[config.mk]
export PLATFORM = sky130hd
export DESIGN_NAME = prior_scan_encoder
export DESIGN_NICKNAME = d
export VERILOG_FILES = /design/src/rtl/prior_scan_encoder.sv
export SDC_FILE = /design/constraint.sdc
export NUM_CORES = 1
export LEC_CHECK = 0
export BUFFER_PORTS_ARGS = -buffer_cell sky130_fd_sc_hd__buf_2
export CORE_MARGIN = 5
export CORE_UTILIZATION = 40
export CTS_BUF_LIST = sky130_fd_sc_hd__clkbuf_8
export CTS_CLUSTER_SIZE = 20
export DETAILED_ROUTE_END_ITERATION = 6
export PLACE_DENSITY = 0.65
export SYNTH_ARGS = -nofsm -noshare
export SYNTH_HDL_FRONTEND = slang
export SYNTH_SLANG_ARGS = --single-unit
[constraint.sdc]
create_clock -name clk -period 1.9 [get_ports clk]
set_input_delay 0.38 -clock clk [delete_from_list [all_inputs] [get_ports clk]]
set_output_delay 0.38 -clock clk [all_outputs]
set_load 0.005 [all_outputs]
[src/rtl/prior_scan_encoder.sv]
// Drains a request vector: emits the index of every set bit, highest priority first, one per beat.
// Latency: vector accepted at edge N gives its first beat in cycle N+1; one index per cycle after that.
// Backpressure: out_idx/out_last/pend hold while out_ready is low; a new vector is taken on the final beat.
module prior_scan_encoder #(
    parameter int WIDTH     = 8,
    parameter int IDXW      = 3,
    parameter bit MSB_FIRST = 1'b1
) (
    input  logic             clk,
    input  logic             rst,
    input  logic             in_valid,
    output logic             in_ready,
    input  logic [WIDTH-1:0] in_data,
    output logic             out_valid,
    input  logic             out_ready,
    output logic [IDXW-1:0]  out_idx,
    output logic             out_last,
    output logic             zero_det
);

    typedef enum logic {IDLE, SCAN} state_t;

    localparam logic [WIDTH-1:0] ONE = WIDTH'(1);

    state_t           state, state_nxt;
    logic [WIDTH-1:0] pend, pend_nxt;
    logic             zero_nxt;
    logic             beat;
    logic             accept;

    // Later matches overwrite earlier ones, so the loop direction sets the priority.
    always_comb begin
        out_idx = '0;
        if (MSB_FIRST) begin
            for (int i = 0; i < WIDTH; i++)
                if (pend[i]) out_idx = IDXW'(i);
        end else begin
            for (int i = WIDTH - 1; i >= 0; i--)
                if (pend[i]) out_idx = IDXW'(i);
        end
    end

    assign out_last  = (pend != '0) && ((pend & (pend - ONE)) == '0);
    assign out_valid = (state == SCAN);
    assign beat      = out_valid && out_ready;
    assign in_ready  = (state == IDLE) || (beat && out_last);
    assign accept    = in_valid && in_ready;

    always_comb begin
        state_nxt = state;
        pend_nxt  = pend;
        zero_nxt  = 1'b0;
        if (beat) begin
            pend_nxt = pend & ~(ONE << out_idx);
            if (out_last) state_nxt = IDLE;
        end
        // A load on the final beat overrides the clear, giving back-to-back vectors.
        if (accept) begin
            if (in_data != '0) begin
                pend_nxt  = in_data;
                state_nxt = SCAN;
            end else begin
                zero_nxt = 1'b1;
            end
        end
    end

    always_ff @(posedge clk) begin
        if (rst) begin
            state    <= IDLE;
            pend     <= '0;
            zero_det <= 1'b0;
        end else begin
            state    <= state_nxt;
            pend     <= pend_nxt;
            zero_det <= zero_nxt;
        end
    end

endmodule

==> metrics, run 1 <==
CP max stage cell=dfxtp_2; fin. max-slew vios=0; Top Ports=19; H-tree depth=1; clock latency on the worst-skew pair=240 ps; Starting Density=41.2%; hold slack final=roughly 350 ps; area of the die=2400 µm²; crit end category=output port; final WL=1400 µm; register area share after synthesis=33.0%; crit path kind=reg2out; core area=roughly 1500 µm²; vias per inst=roughly 5.4; maxcap violations=0; Final Cycle Share=approximately 100%; ANT cells=0; post-synthesis cell count=71; register area=209 µm²; Net Count, Synth=83; TritonCTS Buffers=3; Worst Skew=4.52 ps; outcome=complete, no violations; gr usage total=12.4%; final-report setup violation count=0; Mapped Area=607 µm²; Least-Margin Pin Slew=309 ps; pre-CTS setup slack=114 ps; Fin. Hold Viols=0; initial antenna violation count=0; Mean Syn Cell Area=8.55 µm²; Post-Layout Cell Count=roughly 110; largest net degree at the start of global routing=10; post-route design area=between 800 and 900 µm²; CP required=~1500 ps; CTS tree=built; die width=a little under 50 µm; Via Count=~590; post-detailed-route DRC marker count=0; post-route ant nets=0; Iter 0 DRT Violations=6; DP HPWL=1050 µm; area of the multi-input gates=408 µm²; die height=49.0 µm; Overflow after GRT=0; CTS Buffer Depth=2; input/output buffers=18; number of global-route vias before repair=576; clock sinks=10; Synth Warn #=0; Finished Core Util=54.9%; Hold Crit Class=in2reg; Lkg Pwr=0.327 nW; ys flop type=dfxtp_1; critical path fanouts, max=4; Seq cells post-synth=10; Post-synth EDFFs=0; crit path DAT=~1500 ps; Core Rows=14; fmax=527 MHz; Peak VDD IR=between 500 and 600 µV; worst path bufs/invs=1; max incr delay on CP=between 300 and 400 ps; synth unique cells=30; setup ws final=3.96 ps; Layout area overhead=33.2%; Initial DRT Pass Iterations=4; Rel. slew slack=79.2%; Final Critical Period=1900 ps; dpl cells=103; first-pass GRT wire length=2340 µm; layout cell share with drive strength beyond 1=40.9%; Root Driver=clkbuf_8; WL/cell=~13 µm; Startpoint Class=register; Reg clk slew, reported paths=50 ps; post-placement cell area=704 µm²; CP Cell Sequence=nor4_4 -> and4b_1 -> o211ai_2 -> nand2_1 -> buf_2; Final #Nets=between 100 and 150; Fillers=between 100 and 150; CP delay by family, top=simple AND/OR/NAND/NOR gates; Placer Congestion=0.778; PwrDens=between 800 and 900 nW/µm²; asr flop ratio synth=0%; unrepaired setup endpoints after global routing=true
## sequential cells by signal, summed over array words and instances, names as in the netlist
name	flops
pend	8
out_valid	1
zero_det	1
## worst paths after layout
check | depth (start not counted) | slack [ps] | end | from
worst min-delay path | 2 | 350 | pend[3] | in_data[3]
worst max register to register | 6 | 190 | pend[4] | pend[0]
worst max-delay path | 5 | 4 | in_ready | pend[0]
worst min register to register | 2 | 500 | pend[0] | pend[0]
## synthesized netlist by cell type, types with 2 or more instances
| master | number | area share, % |
|---|---|---|
| a21oi_1 | 3 | 2.5 |
| dfxtp_1 | 10 | 33 |
| nand2_1 | 10 | 6.2 |
| nand2b_1 | 2 | 2.1 |
| nand3b_1 | 2 | 2.5 |
| nor2_1 | 5 | 3.1 |
| nor2b_1 | 2 | 2.1 |
| nor3_1 | 2 | 1.6 |
| nor4_1 | 2 | 2.1 |
| nor4b_1 | 3 | 4.3 |
| o21ai_0 | 2 | 1.6 |
| o21ai_1 | 2 | 1.6 |
| o21bai_1 | 2 | 2.5 |
| o2bb2ai_1 | 7 | 10 |
| o31ai_1 | 2 | 2.5 |
## per-stage QoR
stage / setup TNS, ps / power (mW)
final: 0 / 0.673
after global routing: -168 / 0.716
after CTS: -19.4 / 0.681
after detailed placement: 0 / 0.396
after global placement: 0 / 0.395
after floorplan: 0 / 0.345
## what timing repair did
action | in CTS | in global routing
hold buffers | 0 | 0
resized for setup | 11 | 0
setup endpoints to repair | 1 | 2
pin swaps | 3 | 4
setup buffers | 2 | 0
## where the power goes
group	internal, mW	leakage [nW]	switching, mW	total [mW]
combinational	0.0805	0.213	0.0745	0.155
sequential	0.226	0.0844	0.0266	0.253
clock	0.182	0.0288	0.0838	0.266
## cell families after synthesis
group	count (synthesis)	synth area share (%)
fa+ha+maj	1	1.65
flops	10	33.0
buf+inv	4	3.92
compound gates	23	29.3
simple gates	33	32.2
## layer usage
metal | up-vias | GRT usage [%] | wire [µm]
met5 | - | 0 | 0
met4 | 0 | 9.42 | 45
met3 | 5 | 4.28 | 91
met2 | 20 | 18.0 | 594
met1 | 259 | 14.7 | 665
li1 | 309 | - | -
## cell usage in the layout, fill, tap and decap left out, types with 2 or more instances in the layout
cell and instances:
nor4_1 2, nand3b_1 2, nor2b_1 2, o21bai_1 2, o21ai_0 2, o31ai_1 2, buf_4 3, o2bb2ai_1 7
nand2b_1 2, a21oi_1 3, nor2_1 4, buf_2 18, nor4b_2 3, nand2_1 10, dfxtp_1 5, dfxtp_2 4
nor3_1 2, clkbuf_8 4
## area by class of cell
cell class,count,share of cell area (%)
Multi-Input combinational cell,57,50.5
Timing Repair Buffer,21,13.9
Clock buffer,4,6.81
Tap cell,16,2.48
Sequential cell,10,25.9
Inverter,1,0.464
Power figures use the tool's default switching activity.
==> run 2: changes to the inputs <==
--- a/config.mk
+++ b/config.mk
@@ -12,6 +12,7 @@
 export CTS_CLUSTER_SIZE = 20
 export DETAILED_ROUTE_END_ITERATION = 6
 export PLACE_DENSITY = 0.65
+export REMOVE_ABC_BUFFERS = 1
 export SYNTH_ARGS = -nofsm -noshare
 export SYNTH_HDL_FRONTEND = slang
 export SYNTH_SLANG_ARGS = --single-unit
==> metrics, run 2 (synthesis gave the netlist of run 1 again) <==
area of the multi-input gates=405 µm²; Reg2Reg Setup Slack=140 ps; Top Ports=19; worst hold endpoint=pend[3]; initial antenna violation count=0; register area=210 µm²; Rel. slew slack=74.3%; WL/cell=13.8 µm; final WL=1550 µm; Reg clk slew, reported paths=50 ps; area of the die=2400 µm²; r2r endpoint=pend[4]; ANT cells=0; dpl cells=102; first-pass GRT wire length=roughly 2700 µm; crit path DAT=~1600 ps; input/output buffers=18; post-placement cell area=697 µm²; fin. max-slew vios=0; DP HPWL=around 1100 µm; Iter 0 DRT Violations=13; critical path fanouts, max=10; Fillers=149; cts-stage hold buffer count=0; setup ws final=-30.0 ps; CTS Buffer Depth=2; maxcap violations=0; R2R depth=7; fmax=518 MHz; TritonCTS Buffers=3; final-report setup violation count=2; post-route design area=~830 µm²; Final Critical Period=1930 ps; post-detailed-route DRC marker count=0; Lkg Pwr=roughly 0.34 nW; die height=49.0 µm; Reg with most FFs=pend; Overflow after GRT=0; layout cell share with drive strength beyond 1=between 40% and 50%; PwrDens=834 nW/µm²; Final Cycle Share=102%; clock sinks=10; setup_tns=-30.2 ps; Hold Crit Class=in2reg; Least-Margin Pin Slew=383 ps; post-route ant nets=0; H-tree depth=1; Via Count=about 640; crit path kind=reg2out; max reg flops=8; Peak VDD IR=599 µV; Post-Layout Cell Count=112; CTS tree=built; vias per inst=about 5.7; commonest non-fill, non-tap cell in the layout=buf_2; outcome=finished, violations left; Starting Density=41.2%; die width=slightly below 50 µm; Final #Nets=109; clock latency on the worst-skew pair=roughly 230 ps; number of global-route vias before repair=607; gr usage total=13.7%; Initial DRT Pass Iterations=4; Worst Skew=just over 1 ps; CP required=1520 ps; r2r startpoint=pend[5]; core area=roughly 1500 µm²; unrepaired setup endpoints after global routing=true; most frequent cells in the layout=buf_2, nand2_1, o2bb2ai_1; Startpoint Class=register; hold path cells=2; crit end category=output port; largest net degree at the start of global routing=11; failing checks=setup timing; Core Rows=14; Final Power=0.692 mW; Hold Crit Start=in_data[3]; Placer Congestion=between 0.7 and 0.8; Fin. Hold Viols=0; Layout area overhead=36.7%; Root Driver=clkbuf_8
[run 2: cell types whose count changed in the layout (fill, tap and decap cells not counted), sizes merged]
cell,previous run,this run
buf,21,24
[run 2: stage by stage]
stage                     hold slack, ps  setup WS, ps  util, %
after global placement               521           156     47.4
final                                357         -30.0     56.4
after CTS                            357         -27.6     56.5
after detailed placement             527          90.7     47.4
after floorplan                      449           362        -
after global routing                 363          -158     56.4
[run 2: how the worst max path moves through the flow]
stage	start	endpoint	slack, ps	cells past startpoint
global placement	pend[2]	in_ready	160	5
global route	pend[1]	in_ready	-160	6
CTS	pend[1]	in_ready	-30	5
finish	pend[5]	in_ready	-30	6
detailed placement	pend[2]	in_ready	90	5
floorplan	pend[2]	in_ready	360	4
[run 2: metal layers]
layer	wire length (µm)	track usage, %
met5	0	0
met3	80	3.67
met1	716	16.9
met4	13	4.04
met2	736	22.8
[run 2: cell type report]
class / count / share of cell area (%)
inverter: 1 / 0.452
clock buffer: 4 / 6.64
multi-input combinational: 57 / 48.9
tap: 16 / 2.41
sequential: 10 / 25.3
timing repair buffer: 24 / 16.3
[run 2: timing repair]
| item | in CTS | in global routing |
|---|---|---|
| endpoints found under the setup margin | 1 | 6 |
| gates resized for setup | 9 | 3 |
| buffers inserted | 7 | 0 |
| pin swaps | 3 | 1 |
[run 2: critical path, stage by stage, from the launching register on]
cell and delay (ps):
dfxtp_2 420, nor4b_1 270, o21ai_1 90, o211ai_1 150, o211ai_2 160, nand2_1 110, buf_2 120
[run 2: power breakdown]
part	internal, mW	leakage, nW	switching, mW	total (mW)
Combinational	0.0939	0.225	0.0822	0.176
Sequential	0.226	0.0848	0.0285	0.255
Clock	0.182	0.0288	0.0796	0.261
Total	0.502	0.338	0.190	0.692
==> run 3: changes to the inputs <==
==> constraint.sdc (replaced) <==
create_clock -name clk -period 2.2 [get_ports clk]
set_input_delay 0.44 -clock clk [delete_from_list [all_inputs] [get_ports clk]]
set_output_delay 0.44 -clock clk [all_outputs]
set_load 0.005 [all_outputs]
==> metrics, run 3 (synthesis gave the netlist of run 1 again) <==
DP HPWL=1080 µm; layout cell share with drive strength beyond 1=30.0%; outcome=complete, no violations; Core Rows=14; Via Count=598; gr usage total=11.7%; critical path fanouts, max=7; final WL=1370 µm; Fillers=154; crit end category=output port; Final Critical Period=~2000 ps; unrepaired setup endpoints after global routing=false; Layout area overhead=24.1%; cts-stage hold buffer count=0; Least-Margin Pin Slew=347 ps; Reg with most FFs=pend; Post-Layout Cell Count=106; crit path kind=reg2out; max reg flops=8; GR peak layer=met2; final-report setup violation count=0; Top Ports=19; met1 Use GR=between 10% and 20%; number of global-route vias before repair=approximately 540; Lkg Pwr=0.302 nW; area of the die=~2400 µm²; worst path bufs/invs=1; commonest non-fill, non-tap cell in the layout=buf_2; Initial DRT Pass Iterations=4; Final Cycle Share=between 90% and 100%; Crit path depth=5; Startpoint Class=register; Root Driver=clkbuf_8; max incr delay on CP=370 ps; Peak VDD IR=slightly below 500 µV; largest net degree at the start of global routing=11; CP max stage cell=dfxtp_1; input/output buffers=18; CTS Buffer Depth=2; fmax=488 MHz; Starting Density=about two fifths; first-pass GRT wire length=2300 µm; post-detailed-route DRC marker count=0; clock latency on the worst-skew pair=230 ps; maxcap violations=0; PwrDens=about 700 nW/µm²; CP delay by family, top=simple AND/OR/NAND/NOR gates; post-route ant nets=0; fin. max-slew vios=0; Final Power=0.524 mW; ANT cells=0; TritonCTS Buffers=3; most frequent cells in the layout=buf_2, nand2_1, dfxtp_1; setup_tns=0 ps; GR Layer Usage met3=under 10%; clock sinks=10; CTS tree=built; H-tree depth=1; die height=49.0 µm; CP required=1760 ps; Hold Crit Class=in2reg; Rel. slew slack=76.7%; Final #Nets=104; initial antenna violation count=0; R2R depth=7; CP Cell Sequence=nor4_4 -> o211ai_1 -> o211ai_2 -> nand2_1 -> buf_2; Placer Congestion=0.718; Overflow after GRT=0; crit path DAT=1610 ps; dpl cells=102; Worst Skew=1.83 ps; core area=1470 µm²; Reg clk slew, reported paths=50 ps; Fin. Hold Viols=0; hold path cells=2; WL/cell=12.9 µm; Global Route met2 Usage=17.6%; pre-CTS setup slack=332 ps; setup ws final=~150 ps; die width=about 49 µm; vias per inst=5.64; Iter 0 DRT Violations=15
run 3: cell count changes in the layout (fill, tap and decap cells not counted), sizes merged:
cell    previous run  this run
clkbuf             4         3
buf               24        19
run 3: power by group:
part,total [mW],switching [mW],internal [mW]
clock network,0.180,0.0615,0.119
registers,0.218,0.0238,0.195
logic,0.126,0.0613,0.0643
run 3: final cells by class:
type / count / area (µm²) / share of cell area (%)
clock buffers: 3 / 41.3 / 5.48
inverters: 1 / 3.75 / 0.498
multi-input cells: 57 / 389 / 51.7
flip-flops and latches: 10 / 201 / 26.7
well taps: 16 / 20.0 / 2.66
repair buffers: 19 / 97.6 / 13.0
run 3: worst paths after layout:
check                                 from  endpoint  slack (ps)
worst min register to register     pend[1]   pend[1]         530
worst min-delay path            in_data[3]   pend[3]         430
worst max-delay path               pend[2]  in_ready         150
worst max register to register     pend[2]  zero_det         420
run 3: worst reg2reg max path, delay by kind of cell, from the launching register on:
kind	cells	cell delay, ps
compound gates	4	690
buf+inv	1	170
flops	1	370
simple gates	2	490
run 3: layer usage:
| layer | part of all wire, % | vias up | routed length (µm) |
|---|---|---|---|
| li1 | - | 304 | - |
| met1 | 47 | 274 | 642 |
| met2 | 46 | 18 | 634 |
| met3 | 5.7 | 2 | 78 |
| met4 | 0.95 | 0 | 13 |
| met5 | 0 | - | 0 |
run 3: repair_timing:
item / in CTS / in global routing
endpoints found under the setup margin: 0 / 1
gates resized for setup: 0 / 2
setup buffers: 0 / 1
run 3: metrics by stage:
step / utilization, % / instance area [µm²] / hold slack (ps)
6_report: 51.2 / 753 / 426
2_1_floorplan: - / 587 / 497
3_5_place_dp: 47.4 / 697 / 527
4_1_cts: 50.2 / 738 / 427
3_3_place_gp: 47.4 / 697 / 522
5_1_grt: 51.2 / 753 / 424
